<file path="src/rtl/uart_rx_mmio.sv">
// uart_rx_mmio: memory-mapped UART receiver (8N1) with a byte FIFO read by the Hack CPU.
// Define UART_RX_PARITY_EN to receive 8E1 frames with an even-parity check.
module uart_rx_mmio #(
  parameter int BAUD_DIV = 868,
  parameter int DEPTH    = 16
) (
  input  logic        CLK_100MHz,
  input  logic        RESET,
  input  logic        CLK_CPU,
  input  logic        UART_RX,
  input  logic        SEL,
  input  logic        REG,
  input  logic        LOAD_M,
  input  logic [15:0] DATA_W,
  output logic [15:0] DATA_R
);

  localparam int AW = $clog2(DEPTH);
  localparam int CW = $clog2(BAUD_DIV);
  localparam logic [CW-1:0] HALF_LOAD = CW'(BAUD_DIV / 2 - 1);
  localparam logic [CW-1:0] FULL_LOAD = CW'(BAUD_DIV - 1);

  typedef enum logic [2:0] {
    IDLE      = 3'd0,
    START     = 3'd1,
    DATA      = 3'd2,
    PARITY    = 3'd3,
    STOP      = 3'd4,
    WAIT_HIGH = 3'd5
  } state_t;

`ifdef UART_RX_PARITY_EN
  localparam state_t AFTER_DATA = PARITY;
`else
  localparam state_t AFTER_DATA = STOP;
`endif

  function automatic logic parity_odd(input logic [8:0] bits);
    return ^bits;
  endfunction

  logic          sync1, rx_s, rx_prev;
  state_t        state, state_next;
  logic [CW-1:0] cnt;
  logic          tick;
  logic [2:0]    bit_idx;
  logic [7:0]    shift;
  logic          load_half, load_full, shift_en, par_sample, stop_ok, stop_bad;
  logic          par_err_now, par_bad;
  logic          push_req;
  logic [7:0]    push_data;

  logic [7:0]    mem [DEPTH];
  logic [AW-1:0] wr_ptr, rd_ptr;
  logic [AW:0]   count;
  logic          empty, full, pop_req, clr_req, do_push, do_pop, set_ovf;
  logic          ovf, ferr, perr;
  logic [15:0]   status;
  logic          unused_data_w;

  assign unused_data_w = ^DATA_W;
  assign tick          = (cnt == {CW{1'b0}});
  // In 8N1 builds par_sample is never raised, so perr stays 0.
  assign par_err_now   = par_sample && parity_odd({rx_s, shift});

  // Two-stage synchroniser plus previous-value register for start-edge detection.
  always_ff @(posedge CLK_100MHz or posedge RESET) begin
    if (RESET) begin
      sync1   <= 1'b1;
      rx_s    <= 1'b1;
      rx_prev <= 1'b1;
    end else begin
      sync1   <= UART_RX;
      rx_s    <= sync1;
      rx_prev <= rx_s;
    end
  end

  // Receiver state register.
  always_ff @(posedge CLK_100MHz or posedge RESET) begin
    if (RESET) begin
      state <= IDLE;
    end else begin
      state <= state_next;
    end
  end

  // Next-state logic and per-cycle datapath controls.
  always_comb begin
    state_next = state;
    load_half  = 1'b0;
    load_full  = 1'b0;
    shift_en   = 1'b0;
    par_sample = 1'b0;
    stop_ok    = 1'b0;
    stop_bad   = 1'b0;
    case (state)
      IDLE: begin
        if (rx_prev && !rx_s) begin
          state_next = START;
          load_half  = 1'b1;
        end else begin
          state_next = IDLE;
        end
      end
      START: begin
        if (tick) begin
          if (!rx_s) begin
            state_next = DATA;
            load_full  = 1'b1;
          end else begin
            state_next = IDLE;
          end
        end else begin
          state_next = START;
        end
      end
      DATA: begin
        if (tick) begin
          shift_en  = 1'b1;
          load_full = 1'b1;
          if (bit_idx == 3'd7) begin
            state_next = AFTER_DATA;
          end else begin
            state_next = DATA;
          end
        end else begin
          state_next = DATA;
        end
      end
`ifdef UART_RX_PARITY_EN
      PARITY: begin
        if (tick) begin
          par_sample = 1'b1;
          load_full  = 1'b1;
          state_next = STOP;
        end else begin
          state_next = PARITY;
        end
      end
`endif
      STOP: begin
        if (tick) begin
          if (rx_s) begin
            stop_ok    = 1'b1;
            state_next = IDLE;
          end else begin
            stop_bad   = 1'b1;
            state_next = WAIT_HIGH;
          end
        end else begin
          state_next = STOP;
        end
      end
      WAIT_HIGH: begin
        if (rx_s) begin
          state_next = IDLE;
        end else begin
          state_next = WAIT_HIGH;
        end
      end
      default: begin
        state_next = IDLE;
      end
    endcase
  end

  // Bit timer, shift register and the registered push request.
  always_ff @(posedge CLK_100MHz or posedge RESET) begin
    if (RESET) begin
      cnt       <= {CW{1'b0}};
      bit_idx   <= 3'd0;
      shift     <= 8'h00;
      par_bad   <= 1'b0;
      push_req  <= 1'b0;
      push_data <= 8'h00;
    end else begin
      if (load_half) begin
        cnt <= HALF_LOAD;
      end else if (load_full) begin
        cnt <= FULL_LOAD;
      end else if (!tick) begin
        cnt <= cnt - CW'(1);
      end
      if (load_half) begin
        bit_idx <= 3'd0;
      end else if (shift_en) begin
        bit_idx <= bit_idx + 3'd1;
      end
      if (shift_en) begin
        shift <= {rx_s, shift[7:1]};
      end
      if (load_half) begin
        par_bad <= 1'b0;
      end else if (par_err_now) begin
        par_bad <= 1'b1;
      end
      push_req  <= stop_ok && !par_bad;
      push_data <= shift;
    end
  end

  assign pop_req = CLK_CPU && SEL && LOAD_M && !REG;
  assign clr_req = CLK_CPU && SEL && LOAD_M && REG;
  assign empty   = (count == {(AW + 1){1'b0}});
  assign full    = (count == (AW + 1)'(DEPTH));
  // A simultaneous pop frees the slot, and a push supplies the byte, so both proceed.
  assign do_push = push_req && (!full || pop_req);
  assign do_pop  = pop_req && (!empty || push_req);
  assign set_ovf = push_req && full && !pop_req;

  // FIFO storage.
  always_ff @(posedge CLK_100MHz) begin
    if (do_push) begin
      mem[wr_ptr] <= push_data;
    end
  end

  // FIFO pointers, occupancy and sticky error flags.
  always_ff @(posedge CLK_100MHz or posedge RESET) begin
    if (RESET) begin
      wr_ptr <= {AW{1'b0}};
      rd_ptr <= {AW{1'b0}};
      count  <= {(AW + 1){1'b0}};
      ovf    <= 1'b0;
      ferr   <= 1'b0;
      perr   <= 1'b0;
    end else begin
      if (do_push) begin
        wr_ptr <= wr_ptr + AW'(1);
      end
      if (do_pop) begin
        rd_ptr <= rd_ptr + AW'(1);
      end
      case ({do_push, do_pop})
        2'b10:   count <= count + (AW + 1)'(1);
        2'b01:   count <= count - (AW + 1)'(1);
        default: count <= count;
      endcase
      if (set_ovf) begin
        ovf <= 1'b1;
      end else if (clr_req) begin
        ovf <= 1'b0;
      end
      if (stop_bad) begin
        ferr <= 1'b1;
      end else if (clr_req) begin
        ferr <= 1'b0;
      end
      if (par_err_now) begin
        perr <= 1'b1;
      end else if (clr_req) begin
        perr <= 1'b0;
      end
    end
  end

  // Read mux: DATA shows the head byte, STATUS packs flags and count.
  always_comb begin
    status            = 16'h0000;
    status[0]         = !empty;
    status[1]         = ovf;
    status[2]         = ferr;
    status[3]         = perr;
    status[8 +: AW+1] = count;
    if (REG) begin
      DATA_R = status;
    end else if (!empty) begin
      DATA_R = {8'h00, mem[rd_ptr]};
    end else begin
      DATA_R = 16'h0000;
    end
  end

endmodule

</file>
<file path="config.mk">
export PLATFORM = sky130hd
export DESIGN_NAME = uart_rx_mmio
export DESIGN_NICKNAME = d
export VERILOG_FILES = /design/src/rtl/uart_rx_mmio.sv
export SDC_FILE = /design/constraint.sdc
export NUM_CORES = 1
export LEC_CHECK = 0
export CAP_MARGIN = 40
export CORE_UTILIZATION = 46
export DETAILED_ROUTE_END_ITERATION = 6
export HOLD_SLACK_MARGIN = 0.15
export MAX_ROUTING_LAYER = met4
export PLACE_DENSITY = 0.6
export SYNTH_ARGS = -nofsm -noshare
export SYNTH_HDL_FRONTEND = slang
export SYNTH_SLANG_ARGS = --single-unit
</file>
<file path="constraint.sdc">
create_clock -name CLK_100MHz -period 8.4 [get_ports CLK_100MHz]
set_input_delay 1.68 -clock CLK_100MHz [delete_from_list [all_inputs] [get_ports CLK_100MHz]]
set_output_delay 1.68 -clock CLK_100MHz [all_outputs]
set_load 0.1 [all_outputs]
</file>
Yosys cells after proc, flatten, opt, wreduce, memory -nomap -nowiden. Memory sizes are Yosys's and may differ from the RTL's. Cells that the tools add are included.

Bits in registers: 51. Bits in latches: 0. Memory bits (writable): 128. Bits in read-only memories: 0. Input port bits: 23. Output and inout bits: 16. Logic and storage cells: 85. Memories kept: 1.

Memories: mem (words 16, bits a word 8, rd ports 1, clocked after Yosys merged registers in 0, write ports 1, RTL line 53) `logic [7:0] mem [DEPTH];`.

Add/sub/neg operators: 6. Multiply operators: 0. Div/mod/pow operators: 0. Magnitude comparators: 0. Equality and inequality tests: 9. Shift-type cells: 0. Muxes and demuxes: 32. Bitwise operators: 0. Reductions and logical operators: 23.

Operators by type and width (number): two-way mux 10 bit (3); two-way mux 3 bit (7); two-way mux 1 bit (16); case mux 3 bit (5 select lines) (1); two-way mux 13 bit (1); zero test 10 bit (1); case mux 5 bit (2 select lines) (1); subtractor 10 x 1 -> 10 bit, second input constant (1); equality test 3 bit, second input constant (3); logical AND 1 bit (9); adder 4 x 1 -> 4 bit, second input constant (2); two-way mux 8 bit (1); nonzero test 2 bit (4); adder 5 x 1 -> 5 bit, second input constant (1); equality test 5 bit, second input constant (1); zero test 1 bit (5); zero test 5 bit (1); subtractor 5 x 1 -> 5 bit, second input constant (1); adder 3 x 1 -> 3 bit, second input constant (1); equality test 3 x 1 -> 1 bit, second input constant (1); equality test 3 x 2 -> 1 bit, second input constant (1); zero test 3 bit (1); inequality test 3 x 1 -> 1 bit, second input constant (1); equality test 2 x 1 -> 1 bit, second input constant (1); other kinds (4) (5).

Depth between registers and ports, before layout.
Word-level depth: 7. Mapped depth: 12. Mapped depth without buffers: 10.

Worst setup path before layout. No wires, ideal clock.

Kind: input-to-output. Start: in REG. End: out DATA_R[0]. Arrival time: 3.698 ns. Required time: 6.720 ns. Setup slack: 3.022 ns. Stages on the path: 4. Path buffers: 1. Cells stage by stage: clkbuf_1 a31oi_1 o311ai_0 a2bb2oi_1.

Longest elaborated chain between the ends: 1.

Ends and longest elaborated chain: start: declaration (RTL line 12) `input logic REG,`; two-way mux 13 bit (RTL line 266) `if (REG) begin`; end: declaration (RTL line 15) `output logic [15:0] DATA_R`.

Every way passes these cells.

Worst setup path after layout.
Start: in REG. End: out DATA_R[1].

The elaborated chain is that of the path after synthesis.

==> results.md <==
* Initial antenna violation count at 0
* Worst r2r src: count[1]
* Max-Cap Viols at 0
* Drt pass-1 iters at 4
* Register area at 0.00513 mm2
* WL/cell at 19.3 um
* Status: finished, final reports clean
* #FFs+latches synth at 179
* Share of the synthesized area in the top cell type at 51.4%
* Area Overhead vs Synth at 16.4%
* Mux contribution to synthesized area at 13.2%
* Crit-path cells: clkdlybuf4s50_1, nor2b_1, o21ai_1, o22ai_1, a21o_1, clkdlybuf4s50_1, buf_8
* Root Buffer: clkbuf_16
* Top Family by Delay on Critical Path: buffers and inverters
* CP max FO at 12
* CTS HTree Levels at 4
* Post-route minimum period at 5.56 ns
* Peak supply drop at 140 uV
* DRT iter0 DRCs at 284
* Ys flop type: edfxtp_1
* EDFF count, synth at 128
* Avg Cell Area, Syn at 16.4 um2
* Crit. End Element: primary output
* Die Wd at 129 um
* Synth Area in Adders at 2.18%
* Clock skew at 0.00634 ns
* Max Root-Sink Buffers at 2
* DR vias at 3949
* HP Class: register to register
* Worst-Skew Late Latency at 0.42 ns
* Post-DP HPWL at 9010 um
* Cell variety after synth at 55
* Most common cell on crit path: clkdlybuf4s50_1
* Maximum clock rate at 0.180 GHz
* Mapped cell area at 0.00748 mm2
* Sw frac at 30.1%
* Die Area at 0.0168 mm2
* # port buffers at 19
* Clk slew on worst S/H paths at 0.06 ns
* Sequential-to-total area share from yosys stat at 68.5%
* Max_slew headroom at 41.2%
* Pin count of the biggest net entering global routing at 39
* Sequential Power Share at 46.8%
* Compound-Gate Fraction of Synth Area at 5.10%
* CP peak stage delay at 0.68 ns
* Most frequent cells in the layout: edfxtp_1 (128), dfrtp_1 (46), mux4_2 (31)
* Leak pwr at 3.22 nW
* Final nets at 533
* TritonCTS clock tree: done
* # Post-CTS Setup Buffers at 0
* Fill cells at 1314
* WP buf/inv at 3
* Initial Util at 47.1%
* N_diodes at 0
* RSZ-0062 raised after global routing: false
* Synth area leader: edfxtp_1
* Setup violations, final at 0
* TNS Setup at 0 ns
* Internal at 1.61 mW
* Critical Path Start: REG
* Setup CP Type: primary input to primary output
* First-pass GRT wire length at 22500 um
* Layout cell share with drive strength beyond 1 at 20.6%
* Drt drc at 0
* Ranking of synthesized cells by area: edfxtp_1 (51%), dfrtp_1 (16%), mux4_2 (9.3%)
* Routed wire length at 14000 um
* Site Rows at 46
* Tot GR Track Use at 19.3%
* Comb power frac at 20.8%
* Tcrit/Tclk final at 66.2%
* Post-CTS sizing at 0
* CP Data Arrival Time at 3.88 ns
* Cell Pwr Density at 265 mW/mm2
* CP Data Required Time at 6.72 ns
* Mapped Cells at 457
* GP Congestion at 0.826
* Largest family of logic cells by synthesized area: multiplexers
* Top Ports at 39
* Yosys warns at 0
* Final core utilization at 54.8%
* Multi-input gate area at 0.00220 mm2
* Commonest non-fill, non-tap cell in the layout: edfxtp_1
* Clock share of power at 32.3%
* TritonCTS buffer count at 17
* Die Y at 129 um
* Final hold violations at 0
* Core outline area at 0.0159 mm2
* Worst-margin pin slew at 0.876 ns
* Critical Path Start Type: primary input
* Xor/xnor share of the synthesized area at 1.52%
* Via-per-instance ratio at 5.44
* Max Transition Viols Final at 0
* Critical-path top delay cell: clkdlybuf4s50_1
* Gr ovfl total at 0
* Ys async rst share at 28.5%
* Hold-fix buffers, CTS at 0
* CTS Sinks at 179
* Vias in the first global route at 4028
* Simple-Gate Fraction of Synth Area at 7.26%
* Antenna-violating nets left at 0
* Switch Pwr at 0.694 mW
* Hold_sp: sync1
-- area by class of cell --
| class | count | area share [%] |
|---|---|---|
| Sequential cell | 179 | 58.9 |
| Multi-Input combinational cell | 243 | 25.3 |
| Clock buffer | 22 | 5.69 |
| Timing Repair Buffer | 41 | 5.54 |
| Tap cell | 216 | 3.11 |
| Clock inverter | 10 | 0.834 |
| Inverter | 15 | 0.647 |
-- cell families after synthesis --
kind of cell             Yosys count
flip-flops                       179
other                              1
adder cells (fa/ha/maj)           13
buffers and inverters             37
multiplexers                      58
AND/OR/NAND/NOR                   97
XOR/XNOR                          13
AO/OA/AOI/OAI                     59
-- stage by stage --
stage	hold WS, ns	instance area (um2)	setup slack (ns)	instances	power [mW]
2_1_floorplan	0.345	7480	3.02	459	1.43
3_3_place_gp	0.348	7860	2.44	674	1.53
3_5_place_dp	0.352	8130	2.82	693	1.59
4_1_cts	0.362	8690	2.81	725	2.33
5_1_grt	0.364	8700	2.75	726	2.41
6_report	0.360	8700	2.84	726	2.31
-- flip-flops by register name, indices dropped and copies added (netlist names), 4 cells and up --
| signal | flops |
|---|---|
| count | 5 |
| cnt | 10 |
| wr_ptr | 4 |
| shift | 8 |
| mem | 128 |
| rd_ptr | 4 |
| push_data | 8 |
-- cell usage after synthesis, drive strengths merged, types with 2 or more instances --
master    n
edfxtp  128
dfrtp    48
mux4     31
and2     17
nor2     17
mux2i    16
o21ai    16
inv      15
nand2    14
ha       13
clkbuf   12
mux2     11
buf      10
nand3    10
a21oi     9
o22ai     7
xnor2     7
a31oi     6
nor3      6
xor2      6
nand2b    5
nand4     5
o31ai     5
a21o      4
nor2b     4
dfstp     3
nor3b     3
or3       3
a311oi    2
and3b     2
nand3b    2
nand4b    2
nor4      2
o311ai    2
or4       2
-- power groups by stage --
stage | clock [mW] | sequential (mW) | combinational (mW)
final | 0.747 | 1.08 | 0.481
after global placement | 0 | 1.13 | 0.397
after global routing | 0.794 | 1.09 | 0.522
after floorplan | 0 | 1.03 | 0.397
after detailed placement | 0 | 1.10 | 0.489
after CTS | 0.762 | 1.08 | 0.489
-- routing by layer --
metal	vias to the layer above	GRT usage [%]	routed length, um
li1	1838	-	-
met1	2034	26.2	6490
met2	63	29.2	6840
met3	14	3.63	549
met4	0	7.05	157
met5	-	-	0
-- worst register-to-register path: cells and delay by family, from the launching register on --
kind	cells	cell delay [ns]
compound gates	4	0.92
xor+xnor	2	0.28
buf+inv	1	0.18
fa+ha+maj	2	0.58
flops	1	0.49
simple gates	1	0.51
-- worst paths after layout --
check                      cells past startpoint   endpoint  slack (ns)
min reg2reg                                    0       rx_s        0.36
max reg2reg                                   10   count[4]        5.31
max                                            7  DATA_R[1]        2.84
min                                            0       rx_s        0.36
min in group asynchronous                      2   count[2]        1.54
max in group asynchronous                      3      sync1        6.28
(Power assumes the default switching activity.)
